**src/rtl/mem_port_arbiter.sv**
```systemverilog
// mem_port_arbiter
//   Two-requester round-robin arbiter and sequencer for a single-port
//   register memory (reg_mem).  It owns the memory's addr/data_in/wen port
//   and serialises read and write transactions from two requesters that use
//   a req/ack handshake.  Each transaction goes IDLE -> ACCESS -> ACK, so one
//   transaction completes every three cycles.  All outputs are registered.
//
//   Optional build macro: ARB_STATS_EN adds saturating 16-bit grant counters.
//
// Ports:
//   clk, rst                  clock, asynchronous active-high reset
//   rN_req/we/addr/wdata      requester N transaction (held until rN_ack)
//   rN_ack                    one-cycle completion pulse
//   rN_rdata                  read result, valid with ack, held afterwards
//   mem_addr/mem_din/mem_wen  memory port (to reg_mem)
//   mem_dout                  memory combinational read data
//   rN_grant_cnt              (ARB_STATS_EN only) grants given to requester N
module mem_port_arbiter #(
   parameter int DATA_WIDTH = 8,
   parameter int ADDR_BITS  = 5
) (
   input  logic                  clk,
   input  logic                  rst,
   input  logic                  r0_req,
   input  logic                  r0_we,
   input  logic [ADDR_BITS-1:0]  r0_addr,
   input  logic [DATA_WIDTH-1:0] r0_wdata,
   output logic                  r0_ack,
   output logic [DATA_WIDTH-1:0] r0_rdata,
   input  logic                  r1_req,
   input  logic                  r1_we,
   input  logic [ADDR_BITS-1:0]  r1_addr,
   input  logic [DATA_WIDTH-1:0] r1_wdata,
   output logic                  r1_ack,
   output logic [DATA_WIDTH-1:0] r1_rdata,
   output logic [ADDR_BITS-1:0]  mem_addr,
   output logic [DATA_WIDTH-1:0] mem_din,
   output logic                  mem_wen,
   input  logic [DATA_WIDTH-1:0] mem_dout
`ifdef ARB_STATS_EN
   ,
   output logic [15:0]           r0_grant_cnt,
   output logic [15:0]           r1_grant_cnt
`endif
);

   typedef enum logic [1:0] {IDLE, ACCESS, ACK} state_t;

   state_t                state_reg, state_next;
   logic                  owner_reg, owner_next;
   logic                  we_reg, we_next;
   logic                  last_grant_reg, last_grant_next;
   logic [ADDR_BITS-1:0]  mem_addr_reg, mem_addr_next;
   logic [DATA_WIDTH-1:0] mem_din_reg, mem_din_next;
   logic                  mem_wen_reg, mem_wen_next;
   logic                  r0_ack_reg, r0_ack_next;
   logic                  r1_ack_reg, r1_ack_next;
   logic [DATA_WIDTH-1:0] r0_rdata_reg, r0_rdata_next;
   logic [DATA_WIDTH-1:0] r1_rdata_reg, r1_rdata_next;
   logic                  grant1;
   logic                  start;

   // Requester 1 wins when it is alone, or when both ask and requester 0
   // was served last (strict alternation under contention).
   assign grant1 = r1_req & (~r0_req | ~last_grant_reg);
   assign start  = (state_reg == IDLE) & (r0_req | r1_req);

   always_comb begin
      state_next      = state_reg;
      owner_next      = owner_reg;
      we_next         = we_reg;
      last_grant_next = last_grant_reg;
      mem_addr_next   = mem_addr_reg;
      mem_din_next    = mem_din_reg;
      mem_wen_next    = 1'b0;
      r0_ack_next     = 1'b0;
      r1_ack_next     = 1'b0;
      r0_rdata_next   = r0_rdata_reg;
      r1_rdata_next   = r1_rdata_reg;
      case (state_reg)
         IDLE: begin
            if (start) begin
               state_next      = ACCESS;
               owner_next      = grant1;
               last_grant_next = grant1;
               we_next         = grant1 ? r1_we    : r0_we;
               mem_addr_next   = grant1 ? r1_addr  : r0_addr;
               mem_din_next    = grant1 ? r1_wdata : r0_wdata;
               mem_wen_next    = grant1 ? r1_we    : r0_we;
            end
         end
         ACCESS: begin
            // The write commits in reg_mem on this edge; a read captures
            // the combinational memory output.
            state_next = ACK;
            if (owner_reg) begin
               r1_ack_next = 1'b1;
               if (!we_reg) r1_rdata_next = mem_dout;
            end else begin
               r0_ack_next = 1'b1;
               if (!we_reg) r0_rdata_next = mem_dout;
            end
         end
         ACK: begin
            state_next = IDLE;
         end
         default: begin
            state_next = IDLE;
         end
      endcase
   end

   always_ff @(posedge clk or posedge rst) begin
      if (rst) begin
         state_reg      <= IDLE;
         owner_reg      <= 1'b0;
         we_reg         <= 1'b0;
         last_grant_reg <= 1'b1;
         mem_addr_reg   <= '0;
         mem_din_reg    <= '0;
         mem_wen_reg    <= 1'b0;
         r0_ack_reg     <= 1'b0;
         r1_ack_reg     <= 1'b0;
         r0_rdata_reg   <= '0;
         r1_rdata_reg   <= '0;
      end else begin
         state_reg      <= state_next;
         owner_reg      <= owner_next;
         we_reg         <= we_next;
         last_grant_reg <= last_grant_next;
         mem_addr_reg   <= mem_addr_next;
         mem_din_reg    <= mem_din_next;
         mem_wen_reg    <= mem_wen_next;
         r0_ack_reg     <= r0_ack_next;
         r1_ack_reg     <= r1_ack_next;
         r0_rdata_reg   <= r0_rdata_next;
         r1_rdata_reg   <= r1_rdata_next;
      end
   end

   assign mem_addr = mem_addr_reg;
   assign mem_din  = mem_din_reg;
   assign mem_wen  = mem_wen_reg;
   assign r0_ack   = r0_ack_reg;
   assign r1_ack   = r1_ack_reg;
   assign r0_rdata = r0_rdata_reg;
   assign r1_rdata = r1_rdata_reg;

`ifdef ARB_STATS_EN
   logic [15:0] r0_cnt_reg, r0_cnt_next;
   logic [15:0] r1_cnt_reg, r1_cnt_next;

   always_comb begin
      r0_cnt_next = r0_cnt_reg;
      r1_cnt_next = r1_cnt_reg;
      if (start) begin
         if (grant1) begin
            if (r1_cnt_reg != 16'hFFFF) r1_cnt_next = r1_cnt_reg + 16'd1;
         end else begin
            if (r0_cnt_reg != 16'hFFFF) r0_cnt_next = r0_cnt_reg + 16'd1;
         end
      end
   end

   always_ff @(posedge clk or posedge rst) begin
      if (rst) begin
         r0_cnt_reg <= '0;
         r1_cnt_reg <= '0;
      end else begin
         r0_cnt_reg <= r0_cnt_next;
         r1_cnt_reg <= r1_cnt_next;
      end
   end

   assign r0_grant_cnt = r0_cnt_reg;
   assign r1_grant_cnt = r1_cnt_reg;
`endif

endmodule

```
**config.mk**
```make
export PLATFORM = sky130hd
export DESIGN_NAME = mem_port_arbiter
export DESIGN_NICKNAME = d
export VERILOG_FILES = /design/src/rtl/mem_port_arbiter.sv
export SDC_FILE = /design/constraint.sdc
export NUM_CORES = 1
export LEC_CHECK = 0
export CAP_MARGIN = 40
export CORE_MARGIN = 2
export CORE_UTILIZATION = 37
export CTS_CLUSTER_SIZE = 28
export DETAILED_ROUTE_END_ITERATION = 16
export PLACE_DENSITY = 0.77
export SKIP_CTS_REPAIR_TIMING = 1
export SYNTH_ARGS = -nofsm -noshare
export SYNTH_HDL_FRONTEND = slang
export SYNTH_SLANG_ARGS = --single-unit
export TNS_END_PERCENT = 1
```
**constraint.sdc**
```tcl
create_clock -name clk -period 1.7 [get_ports clk]
set_clock_uncertainty 0.1 [all_clocks]
set_input_delay 0.34 -clock clk [delete_from_list [all_inputs] [get_ports clk]]
set_output_delay 0.34 -clock clk [all_outputs]
set_load 0.02 [all_outputs]
```
==> flow_metrics.tcl <==
set metrics [dict create \
    drive_gt1_share_pct 33.7 \
    synth.avg_cell_area_um2 15.6 \
    crit_fanout 12 \
    yosysSeqAreaShare_pct 58.3 \
    grt_usage_pct 15.6 \
    htree_levels 2 \
    fin_crit_sh_pct 97.3 \
    required_ps 1770 \
    die_width_um 69.5 \
    dpl.hpwl_mm 2.68 \
    worstSetupEndpointType "register" \
    synth_nets 142 \
    drcViolationCount 0 \
    cts_buffer_depth 2 \
    r2r_cells 4 \
    period_needed_ps 1650 \
    layout.nets 226 \
    holdPathStages 3 \
    crit_cells 4 \
    placement_rows 23 \
    die_area_mm2 0.00484 \
    synth.lib_cells_used.distinct 20 \
    antenna_found_initial 0 \
    crit_family "multiplexers" \
    yosys-top-cells-area "dfrtp_1 57%, mux2_2 24%, mux2_4 7.6%" \
    clkTransAtPathRegs_ps 70 \
    root_buffer "clkbuf_8" \
    critical-path-max-stage-delay_ps 560 \
    wirelength_mm 3.57 \
    grt_first_pass_wirelength_mm 5.81 \
    drtIter0Drc 39 \
    synth.largest_area_cell "dfrtp_1" \
    io_buffers 71 \
    tritoncts "done" \
    crit_type "reg -> reg" \
    syn_to_final_growth_pct 67.1 \
    drv_cap 0 \
    p_leak_nw 1.47 \
    crit_path_start_kind "register" \
    slew_viol_final 0 \
    syn_area_mm2 0.00159 \
    cpMostUsedCell "mux2_2" \
    yosys_warnings 0 \
    crit_buf_inv 1 \
    fillerInstances 295 \
    synth_top_cell_area_share_pct 56.7 \
    grt_setup_unrepaired "no" \
    total_power_w 0.00462 \
    outcome "complete, no violations" \
    max_freq_mhz 605 \
    cp_data_arrival_time_ps 1730 \
    cts_buffers 5 \
    avgViaCountPerCell 4.72 \
    critical_path.cell_chain "a21bo_4 -> buf_12 -> mux2_2 -> mux2_2" \
    vias 1119 \
    hold_class "in -> reg" \
    ir_drop_uv 757 \
    synth_cells 102 \
    tightest_slew_ps 249 \
    fp.dieH_um 69.5 \
    wl_per_cell_um 15.1 \
    drtAntennaViolNets 0 \
    worstSkewPairLatency_ps 280 \
    gp_congestion 0.721 \
    ys_ff_latch 37 \
    finalHoldViolCount 0 \
    holdWs_ps 300 \
    drtPass1Iterations 3 \
    power_density_mw_per_mm2 1740 \
    ios 72 \
    slew_headroom_pct 83.4 \
    crit_path_top_delay_cell "dfstp_2" \
    n_antenna_cell 0 \
    setup_violations 0 \
    grt_pass1_vias 1246 \
    cts.sinks 37 \
    core_area_mm2 0.00406 \
    initial_core_util_pct 39.2 \
    grt_max_degree 38 \
    grt.overflow.total 0 \
]
==> synthesized netlist by cell type (all sizes together) <==
library cell,count
and3,1
dfrtp,36
a31oi,1
and2,1
a21o,1
mux2,42
o21ai,1
inv,4
nor2,3
mux2i,2
a21bo,1
buf,4
dfstp,1
nand2b,1
a21oi,1
nor3,2
==> layout by cell type, fill, tap and decap left out, types with 2 or more instances in the layout <==
cell type        Yosys  layout
buf_12               1       4
buf_4                0       6
clkbuf_8             0       6
clkdlybuf4s50_1      0      38
dfrtp_1             36      36
dlymetal6s2s_1       0      33
inv_1                4       4
mux2_2              34      33
mux2_4               8       9
mux2i_1              2       2
nor2_1               3       3
==> final cells by class <==
class	count	area [µm²]	area share [%]
clock buffers	7	86.3	3.25
repair buffers	81	918	34.6
clock inverters	1	30.0	1.13
inverters	4	15.0	0.566
well taps	50	62.6	2.36
flip-flops and latches	37	927	34.9
multi-input cells	57	616	23.2
==> through the flow <==
stage                     setup TNS (ps)  util, %  std cells  worst slack, ps  instance area (µm²)
after floorplan                        0        -        102             67.5                 1590
after CTS                           -135     63.2        237            -27.5                 2560
after detailed placement           -4040     60.3        229             -311                 2450
after global routing                   0     65.4        237             5.49                 2660
final                                  0     65.4        237             46.2                 2660
after global placement             -3660     60.3        229             -285                 2450
==> logic make-up after synthesis <==
group	count (synthesis)	share of synthesized area [%]
mux	44	32.9
buf+inv	8	3.54
flops	37	58.3
simple gates	8	2.84
compound gates	5	2.36
==> metal layers <==
layer / vias to the layer above / wire length (µm) / track usage (%)
li1: 523 / - / -
met1: 534 / 1500 / 17.3
met2: 60 / 1740 / 26.8
met3: 2 / 301 / 6.83
met4: 0 / 21 / 4.58
met5: - / 0 / 0
==> power by group <==
part / switching [W] / internal (W)
clock: 0.000297 / 0.000478
combinational: 0.00101 / 0.00127
sequential: 0.000231 / 0.00133
==> tightest hold or removal path: cells and delay by family <==
family / cells / cell delay (ps)
compound gates: 1 / 70
buf+inv: 2 / 270
==> path summary, 6_finish.rpt <==
check,endpoint,slack (ps),from
max,mem_din[2],50,last_grant_reg
min,last_grant_reg,300,r0_req
max reg2reg,mem_din[2],50,last_grant_reg
min reg2reg,r1_rdata[2],400,r1_rdata[2]
max in group asynchronous,last_grant_reg,930,rst
min in group asynchronous,r0_rdata[2],320,rst
No activity file was read; power rests on OpenSTA's default activity.
